$ cat src/rtl/matvec_engine_if.sv
// Handshake and bus bundle for matvec_engine: memory writes, start control and the result stream.
// The master drives writes, start and out_ready. The slave (the engine) drives status and results.
interface matvec_engine_if #(
    parameter int DATA_WIDTH      = 32,
    parameter int MAX_VECTOR_SIZE = 16,
    parameter int NUM_ROWS        = 4
);
    localparam int AW = (MAX_VECTOR_SIZE > 1) ? $clog2(MAX_VECTOR_SIZE) : 1;
    localparam int LW = ($clog2(MAX_VECTOR_SIZE + 1) > 0) ? $clog2(MAX_VECTOR_SIZE + 1) : 1;
    localparam int RW = (NUM_ROWS > 1) ? $clog2(NUM_ROWS) : 1;

    logic [DATA_WIDTH-1:0] data_in;
    logic [RW-1:0]         write_row;
    logic [AW-1:0]         write_addr;
    logic                  write_en_w;
    logic                  write_en_x;
    logic                  write_en_bias;
    logic [LW-1:0]         vector_length;
    logic [RW:0]           row_count;
    logic                  bias_en;
    logic                  start_calc;
    logic                  busy;
    logic                  out_valid;
    logic                  out_ready;
    logic [RW-1:0]         out_row;
    logic [DATA_WIDTH-1:0] result;
    logic                  calc_done;
    logic                  err_len;

    modport master (
        output data_in, write_row, write_addr, write_en_w, write_en_x, write_en_bias,
               vector_length, row_count, bias_en, start_calc, out_ready,
        input  busy, out_valid, out_row, result, calc_done, err_len
    );
    modport slave (
        input  data_in, write_row, write_addr, write_en_w, write_en_x, write_en_bias,
               vector_length, row_count, bias_en, start_calc, out_ready,
        output busy, out_valid, out_row, result, calc_done, err_len
    );
endinterface

$ cat src/rtl/matvec_engine.sv
// fp32 matrix-vector engine. Each row computes result = bias + sum(W[r][i]*X[i]), accumulating in index order.
// Each element costs 4 cycles (multiply 1 + add 1 + 2 handshake cycles). EMIT holds each row until out_ready.
module matvec_engine #(
    parameter int DATA_WIDTH      = 32,
    parameter int MAX_VECTOR_SIZE = 16,
    parameter int NUM_ROWS        = 4
) (
    input  logic             clk,
    input  logic             rstn,
    matvec_engine_if.slave   bus
);
    localparam int AW = (MAX_VECTOR_SIZE > 1) ? $clog2(MAX_VECTOR_SIZE) : 1;
    localparam int LW = ($clog2(MAX_VECTOR_SIZE + 1) > 0) ? $clog2(MAX_VECTOR_SIZE + 1) : 1;
    localparam int RW = (NUM_ROWS > 1) ? $clog2(NUM_ROWS) : 1;
    localparam logic [31:0] QNAN = 32'h7FC00000;

    typedef enum logic [2:0] {IDLE, LOAD, MULT, ADD, EMIT, DONE} state_t;

    // Round-to-nearest-even and pack. Subnormal results flush to zero.
    function automatic logic [31:0] fpack(input logic sg, input int e_in, input logic [23:0] m,
                                          input logic g, input logic st);
        int          e;
        logic [24:0] mr;
        e  = e_in;
        mr = {1'b0, m} + {24'd0, g & (st | m[0])};
        if (mr[24]) begin
            mr = {1'b0, mr[24:1]};
            e  = e + 1;
        end
        if (e >= 255) return {sg, 8'hFF, 23'd0};
        if (e <= 0)   return {sg, 31'd0};
        return {sg, e[7:0], mr[22:0]};
    endfunction

    function automatic logic [31:0] fmul(input logic [31:0] a, input logic [31:0] b);
        logic [47:0] p;
        logic [23:0] m;
        logic        g, st, sg;
        int          e;
        sg = a[31] ^ b[31];
        if ((a[30:23] == 8'hFF && a[22:0] != 23'd0) || (b[30:23] == 8'hFF && b[22:0] != 23'd0))
            return QNAN;
        if (a[30:23] == 8'hFF || b[30:23] == 8'hFF)
            return (a[30:23] == 8'd0 || b[30:23] == 8'd0) ? QNAN : {sg, 8'hFF, 23'd0};
        if (a[30:23] == 8'd0 || b[30:23] == 8'd0) return {sg, 31'd0};
        p = {24'd0, 1'b1, a[22:0]} * {24'd0, 1'b1, b[22:0]};
        e = int'(a[30:23]) + int'(b[30:23]) - 127;
        if (p[47]) begin
            m = p[47:24]; g = p[23]; st = |p[22:0]; e = e + 1;
        end else begin
            m = p[46:23]; g = p[22]; st = |p[21:0];
        end
        return fpack(sg, e, m, g, st);
    endfunction

    function automatic logic [31:0] fadd(input logic [31:0] a, input logic [31:0] b);
        logic [31:0] x, y;
        logic [53:0] bext;
        logic [26:0] xs, ys;
        logic [27:0] s;
        int          d, e;
        if ((a[30:23] == 8'hFF && a[22:0] != 23'd0) || (b[30:23] == 8'hFF && b[22:0] != 23'd0))
            return QNAN;
        if (a[30:23] == 8'hFF && b[30:23] == 8'hFF && a[31] != b[31]) return QNAN;
        if (a[30:23] == 8'hFF) return a;
        if (b[30:23] == 8'hFF) return b;
        if (a[30:23] == 8'd0 && b[30:23] == 8'd0) return {a[31] & b[31], 31'd0};
        if (a[30:23] == 8'd0) return b;
        if (b[30:23] == 8'd0) return a;
        if (b[30:0] > a[30:0]) begin x = b; y = a; end
        else begin x = a; y = b; end
        d = int'(x[30:23]) - int'(y[30:23]);
        if (d > 54) d = 54;
        // Three extra low bits carry guard/round/sticky through the alignment shift.
        bext = {1'b1, y[22:0], 3'b000, 27'd0} >> d;
        ys   = bext[53:27] | {26'd0, |bext[26:0]};
        xs   = {1'b1, x[22:0], 3'b000};
        s    = (x[31] == y[31]) ? ({1'b0, xs} + {1'b0, ys}) : ({1'b0, xs} - {1'b0, ys});
        if (s == 28'd0) return 32'd0;
        e = int'(x[30:23]);
        if (s[27]) begin
            s = {1'b0, s[27:2], s[1] | s[0]};
            e = e + 1;
        end else begin
            for (int i = 0; i < 26; i++) begin
                if (!s[26]) begin
                    s = s << 1;
                    e = e - 1;
                end
            end
        end
        return fpack(x[31], e, s[26:3], s[2], |s[1:0]);
    endfunction

    logic [DATA_WIDTH-1:0] w_mem [NUM_ROWS][MAX_VECTOR_SIZE];
    logic [DATA_WIDTH-1:0] x_mem [MAX_VECTOR_SIZE];
    logic [DATA_WIDTH-1:0] b_mem [NUM_ROWS];

    state_t                state;
    logic [AW-1:0]         idx_q;
    logic [RW-1:0]         row_q;
    logic [LW-1:0]         len_q;
    logic [RW:0]           rows_q;
    logic                  bias_q, pend_q;
    logic [DATA_WIDTH-1:0] partial_q, product_q, result_q;
    logic                  busy_q, out_valid_q, calc_done_q, err_len_q;
    logic [RW-1:0]         out_row_q;

    always_ff @(posedge clk) begin
        if (!busy_q) begin
            if (bus.write_en_w && int'(bus.write_row) < NUM_ROWS && int'(bus.write_addr) < MAX_VECTOR_SIZE)
                w_mem[bus.write_row][bus.write_addr] <= bus.data_in;
            if (bus.write_en_x && int'(bus.write_addr) < MAX_VECTOR_SIZE)
                x_mem[bus.write_addr] <= bus.data_in;
            if (bus.write_en_bias && int'(bus.write_row) < NUM_ROWS)
                b_mem[bus.write_row] <= bus.data_in;
        end
    end

    always_ff @(posedge clk or negedge rstn) begin
        if (!rstn) begin
            state       <= IDLE;
            idx_q       <= '0;
            row_q       <= '0;
            len_q       <= '0;
            rows_q      <= '0;
            bias_q      <= 1'b0;
            pend_q      <= 1'b0;
            partial_q   <= '0;
            product_q   <= '0;
            result_q    <= '0;
            out_row_q   <= '0;
            busy_q      <= 1'b0;
            out_valid_q <= 1'b0;
            calc_done_q <= 1'b0;
            err_len_q   <= 1'b0;
        end else begin
            calc_done_q <= 1'b0;
            err_len_q   <= 1'b0;
            case (state)
                IDLE: if (bus.start_calc) begin
                    if (int'(bus.vector_length) <= MAX_VECTOR_SIZE && bus.row_count != '0 &&
                        int'(bus.row_count) <= NUM_ROWS) begin
                        len_q  <= bus.vector_length;
                        rows_q <= bus.row_count;
                        bias_q <= bus.bias_en;
                        row_q  <= '0;
                        busy_q <= 1'b1;
                        state  <= LOAD;
                    end else begin
                        err_len_q <= 1'b1;
                    end
                end
                LOAD: begin
                    idx_q <= '0;
                    if (len_q == '0) begin
                        result_q    <= bias_q ? b_mem[row_q] : '0;
                        out_row_q   <= row_q;
                        out_valid_q <= 1'b1;
                        state       <= EMIT;
                    end else begin
                        partial_q <= bias_q ? b_mem[row_q] : '0;
                        state     <= MULT;
                    end
                end
                // Issue cycle computes the operation, second cycle is the done handshake.
                MULT: begin
                    pend_q <= !pend_q;
                    if (!pend_q) product_q <= fmul(w_mem[row_q][idx_q], x_mem[idx_q]);
                    else         state     <= ADD;
                end
                ADD: begin
                    pend_q <= !pend_q;
                    if (!pend_q) begin
                        partial_q <= fadd(partial_q, product_q);
                    end else if (int'(idx_q) + 1 == int'(len_q)) begin
                        result_q    <= partial_q;
                        out_row_q   <= row_q;
                        out_valid_q <= 1'b1;
                        state       <= EMIT;
                    end else begin
                        idx_q <= idx_q + 1'b1;
                        state <= MULT;
                    end
                end
                EMIT: if (bus.out_ready) begin
                    out_valid_q <= 1'b0;
                    if (int'(row_q) + 1 < int'(rows_q)) begin
                        row_q <= row_q + 1'b1;
                        state <= LOAD;
                    end else begin
                        busy_q      <= 1'b0;
                        calc_done_q <= 1'b1;
                        state       <= DONE;
                    end
                end
                DONE:    state <= IDLE;
                default: state <= IDLE;
            endcase
        end
    end

    assign bus.busy      = busy_q;
    assign bus.out_valid = out_valid_q;
    assign bus.out_row   = out_row_q;
    assign bus.result    = result_q;
    assign bus.calc_done = calc_done_q;
    assign bus.err_len   = err_len_q;
endmodule

$ cat src/flat_wrapper.sv
// flat-port wrapper written by rule: the top's interface ports become plain ports
module matvec_engine_flat 
#(
    parameter int DATA_WIDTH      = 32,
    parameter int MAX_VECTOR_SIZE = 16,
    parameter int NUM_ROWS        = 4
)
  (clk, rstn, bus_data_in, bus_write_row, bus_write_addr, bus_write_en_w, bus_write_en_x, bus_write_en_bias, bus_vector_length, bus_row_count, bus_bias_en, bus_start_calc, bus_out_ready, bus_busy, bus_out_valid, bus_out_row, bus_result, bus_calc_done, bus_err_len);
  matvec_engine_if #(.DATA_WIDTH(DATA_WIDTH), .MAX_VECTOR_SIZE(MAX_VECTOR_SIZE), .NUM_ROWS(NUM_ROWS)) bus_i ();
  input  logic clk;
  input  logic rstn;
  input wire logic [$bits(bus_i.data_in)-1:0] bus_data_in;
  input wire logic [$bits(bus_i.write_row)-1:0] bus_write_row;
  input wire logic [$bits(bus_i.write_addr)-1:0] bus_write_addr;
  input wire logic [$bits(bus_i.write_en_w)-1:0] bus_write_en_w;
  input wire logic [$bits(bus_i.write_en_x)-1:0] bus_write_en_x;
  input wire logic [$bits(bus_i.write_en_bias)-1:0] bus_write_en_bias;
  input wire logic [$bits(bus_i.vector_length)-1:0] bus_vector_length;
  input wire logic [$bits(bus_i.row_count)-1:0] bus_row_count;
  input wire logic [$bits(bus_i.bias_en)-1:0] bus_bias_en;
  input wire logic [$bits(bus_i.start_calc)-1:0] bus_start_calc;
  input wire logic [$bits(bus_i.out_ready)-1:0] bus_out_ready;
  output wire logic [$bits(bus_i.busy)-1:0] bus_busy;
  output wire logic [$bits(bus_i.out_valid)-1:0] bus_out_valid;
  output wire logic [$bits(bus_i.out_row)-1:0] bus_out_row;
  output wire logic [$bits(bus_i.result)-1:0] bus_result;
  output wire logic [$bits(bus_i.calc_done)-1:0] bus_calc_done;
  output wire logic [$bits(bus_i.err_len)-1:0] bus_err_len;
  assign bus_i.data_in = bus_data_in;
  assign bus_i.write_row = bus_write_row;
  assign bus_i.write_addr = bus_write_addr;
  assign bus_i.write_en_w = bus_write_en_w;
  assign bus_i.write_en_x = bus_write_en_x;
  assign bus_i.write_en_bias = bus_write_en_bias;
  assign bus_i.vector_length = bus_vector_length;
  assign bus_i.row_count = bus_row_count;
  assign bus_i.bias_en = bus_bias_en;
  assign bus_i.start_calc = bus_start_calc;
  assign bus_i.out_ready = bus_out_ready;
  assign bus_busy = bus_i.busy;
  assign bus_out_valid = bus_i.out_valid;
  assign bus_out_row = bus_i.out_row;
  assign bus_result = bus_i.result;
  assign bus_calc_done = bus_i.calc_done;
  assign bus_err_len = bus_i.err_len;
  matvec_engine #(.DATA_WIDTH(DATA_WIDTH), .MAX_VECTOR_SIZE(MAX_VECTOR_SIZE), .NUM_ROWS(NUM_ROWS)) u_core (.clk(clk), .rstn(rstn), .bus(bus_i));
endmodule
$ cat config.mk
export PLATFORM = sky130hd
export DESIGN_NAME = matvec_engine_flat
export DESIGN_NICKNAME = d
export VERILOG_FILES = /design/src/rtl/matvec_engine_if.sv /design/src/rtl/matvec_engine.sv /design/src/flat_wrapper.sv
export SDC_FILE = /design/constraint.sdc
export NUM_CORES = 2
export LEC_CHECK = 0
export ABC_CLOCK_PERIOD_IN_PS = 44500
export BUFFER_PORTS_ARGS = -buffer_cell sky130_fd_sc_hd__clkbuf_2
export CORE_MARGIN = 4
export CORE_UTILIZATION = 60
export CTS_BUF_LIST = sky130_fd_sc_hd__clkbuf_16
export DETAILED_ROUTE_END_ITERATION = 12
export PLACE_DENSITY = 0.76
export SKIP_LAST_GASP = 1
export SYNTH_ARGS = -nofsm -noshare
export SYNTH_HDL_FRONTEND = slang
export SYNTH_SLANG_ARGS = --single-unit
$ cat constraint.sdc
create_clock -name clk -period 44.5 [get_ports clk]
set_input_delay 0 -clock clk [delete_from_list [all_inputs] [get_ports clk]]
set_output_delay 0 -clock clk [all_outputs]
set_load 0.05 [all_outputs]
==> results.cfg <==
[run_status]
run_status = complete, no violations

[placement]
place.gp.congestion = 1.019
dp_hpwl_um = 360800
io_buffer_count = 91
post-place-ws_ns = 10.93

[global_route]
grt_usage = 0.4084
grt_max_degree = 105
grt_pass1_vias = 121200
grt.met2_usage = 0.6407
grt_use_met1 = 0.5072
met3_usage = 0.09924
grt_pass1_wl_um = 837400
grt-busiest-layer = met2
antenna_found_initial = 32
grt.overflow.total = 0

[timing]
rsz0062_at_grt = no
tightest_slew_ns = 1.488
fin_crit_sh = 0.7726
slew_viol_final = 0
fin_tns_setup_ns = 0
finalWorstSetupSlack_ns = 10.12
fin_crit_ns = 34.38
max_freq_mhz = 29.09
setup_violations = 0
finalHoldViolations = 0
relSlewSlack = 0.007847
fin_skew_ns = 0.1393

[min_path]
hold_class = input pin to flip-flop

[clocking]
cts-root-buf = clkbuf_16
cts_resized = 0
cts_buffers = 284
cts_num_sinks = 2809
htree_levels = 5
clk_latency_ns = 0.95
cts_tree = yes
clock_tree.buffer_depth = 4
cts.reportedPaths.clkPinSlew_ns = 0.09

[critical_path]
cp-end-kind = flip-flop
worst_ep_required_time_ns = 45.22
critPathCapture = u_core.partial_q[12]$_DFFE_PN0P_
cp_slowest_cell = o31ai_1
max_stage_delay_ns = 0.89
reg2reg_depth = 137
startpoint = u_core.partial_q[10]$_DFFE_PN0P_
worstSetupPathType = flip-flop to flip-flop
arrival_ns = 35.10
rr_startpoint = u_core.partial_q[10]$_DFFE_PN0P_
r2r-end = u_core.partial_q[12]$_DFFE_PN0P_
regToRegSetupSlack_ns = 10.12
start_kind = flip-flop
cp_common_cell = nand2_1
cp_max_fo = 66

[drt]
vias_per_cell = 7.276
drc = 0
via_count = 121600
ant_nets = 0
drt-wirelength-per-cell_um = 34.63
drt-total-wl_um = 578700
drtIter0Drc = 18710
first_pass_iters = 9

[synth]
synth_flop_cell = edfxtp_1
ys_types = 145
synth_edf_count = 2688
synth_area_per_cell_sq_um = 12.82
synth_area_sq_mm = 0.1634
synth_nets = 13590
ys_seq_elements = 2809
synth_warnings = 0
netlist_instances = 12750
ys_async_sr_fraction = 0.04308
ys_seq_area_frac = 0.5124

[cells_and_area]
fillerInstances = 18320
layout.nets = 13770
drive_gt1_frac = 0.1550
area_growth_pct = 9.658

[floorplanning]
die_area_sq_mm = 0.2808
die_x_um = 529.9
start_util = 0.6031
dieHeight_um = 529.9
design.core.area_sq_mm = 0.2710
ioPinCount = 92
num_rows = 191

[flow_run]
cap_violations = 0
[state kept, by name (all words and copies together), names as in the netlist, 2 cells and up]
name	flops
u_core.w_mem	2048
u_core.x_mem	512
u_core.b_mem	128
u_core.bus.result	32
u_core.partial_q	32
u_core.product_q	32
u_core.len_q	5
u_core.idx_q	4
u_core.rows_q	3
u_core.state	3
u_core.bus.out_row	2
u_core.row_q	2
[layer usage]
metal	wire [um]	up-vias	share of wire
li1	-	49140	-
met1	194600	60210	0.34
met2	266600	9832	0.46
met3	68390	2384	0.12
met4	48990	18	0.085
met5	159	-	0.00027
[cell type report]
class / instances / area, sq um / share of cell area
diodes: 12 / 30.03 / 0.0001676
clock buffers: 289 / 7232 / 0.04035
clock inverters: 203 / 1654 / 0.009230
inverters: 771 / 2894 / 0.01615
multi-input cells: 8552 / 75410 / 0.4208
flip-flops and latches: 2809 / 83770 / 0.4674
well taps: 3570 / 4467 / 0.02492
repair buffers: 504 / 3761 / 0.02099
[through the flow]
step	hold slack (ns)	cells	area [sq um]	utilization
after floorplan	-0.2956	12750	163400	-
after CTS	0.004315	16700	179200	0.6612
after detailed placement	0.09416	16140	169600	0.6260
after global routing	0.02391	16700	179200	0.6612
after global placement	0.07261	16140	169600	0.6260
final	0.02227	16710	179200	0.6613
[what timing repair did]
| item | CTS | global route |
|---|---|---|
| hold buffers | 64 | 0 |
| hold endpoints to repair | 1226 | 0 |
| setup buffers | 0 | 0 |
[worst max-delay path: cells and delay by family, from the launching register on]
| family | cells | cell delay, ns |
|---|---|---|
| adder cells (fa/ha/maj) | 23 | 7.17 |
| AO/OA/AOI/OAI | 43 | 12.50 |
| buffers and inverters | 9 | 2.28 |
| XOR/XNOR | 4 | 1.27 |
| multiplexers | 7 | 0.66 |
| flip-flops | 1 | 0.43 |
| AND/OR/NAND/NOR | 51 | 9.88 |
[Yosys cell counts (35+ instances only)]
| master | n | area [sq um] |
|---|---|---|
| and3_1 | 148 | 925.9 |
| or3_1 | 108 | 675.7 |
| nor3_1 | 467 | 2337 |
| a21oi_1 | 530 | 2653 |
| a31oi_1 | 93 | 581.8 |
| xnor2_1 | 409 | 3582 |
| nor2_1 | 762 | 2860 |
| nor2b_1 | 90 | 563.0 |
| mux2i_1 | 293 | 2933 |
| o221ai_1 | 37 | 324.1 |
| ha_1 | 308 | 3854 |
| nand3b_1 | 36 | 270.3 |
| a211o_1 | 42 | 367.9 |
| o211ai_1 | 114 | 855.8 |
| or2_2 | 46 | 287.8 |
| a22oi_1 | 93 | 698.2 |
| o22ai_1 | 74 | 462.9 |
| nand2b_1 | 84 | 525.5 |
| nand2_1 | 1036 | 3889 |
| or4_1 | 40 | 300.3 |
| mux2_2 | 97 | 1092 |
| o21ai_0 | 385 | 1927 |
| buf_1 | 113 | 424.2 |
| a2111oi_0 | 43 | 376.6 |
| clkbuf_1 | 444 | 1667 |
| o2111ai_1 | 35 | 306.5 |
| a21o_1 | 70 | 525.5 |
| a221oi_1 | 59 | 516.8 |
| inv_1 | 767 | 2879 |
| and4_1 | 40 | 350.3 |
| nand4_1 | 144 | 900.9 |
| dfrtp_1 | 121 | 3028 |
| o21bai_1 | 68 | 510.5 |
| buf_2 | 41 | 205.2 |
| o31ai_1 | 62 | 465.5 |
| and2_1 | 115 | 719.4 |
| edfxtp_1 | 2688 | 80720 |
| a211oi_1 | 106 | 795.8 |
| o21ai_1 | 47 | 235.2 |
| xor2_1 | 145 | 1270 |
| fa_1 | 484 | 9689 |
| mux4_2 | 709 | 15970 |
| nor4_1 | 126 | 788.3 |
| nand3_1 | 293 | 1466 |
| o21a_1 | 60 | 450.4 |
[worst min path at each step]
stage	start	to	cells after the start
after floorplan	rstn	u_core.bias_q$_DFFE_PN0P_	0
final	bus_data_in[13]	u_core.w_mem[0][461]$_DFFE_PP_	2
after detailed placement	rstn	u_core.rows_q[0]$_DFFE_PN0P_	1
after global routing	bus_data_in[13]	u_core.w_mem[0][461]$_DFFE_PP_	2
after global placement	rstn	u_core.bus.out_row[0]$_DFFE_PN0P_	1
after CTS	bus_data_in[15]	u_core.w_mem[0][431]$_DFFE_PP_	2
[kinds of logic after synthesis]
group | share of synthesized area
buffers and inverters | 0.03268
DFF | 0.5124
xor gates and xnor gates | 0.03695
adders and majority gates | 0.08305
and+or+nand+nor | 0.1151
AOI/OAI and AO/OA | 0.09705
muxes | 0.1227
[cells in the final DEF, fill, tap and decap left out, drive strengths merged, types with 121 or more instances in the layout]
master / n
fa: 484
dfrtp: 121
nor2: 772
a21oi: 535
o21ai: 434
and2: 125
buf: 374
and3: 148
mux4: 709
xor2: 163
ha: 308
xnor2: 434
clkbuf: 356
nand3: 297
nor4: 138
edfxtp: 2688
mux2i: 295
nor3: 476
nand2: 1040
nand4: 146
inv: 837
Power is left out: the tool's default activity adds up to more than one toggle a clock period on the data nets, which glitch-free logic cannot reach.
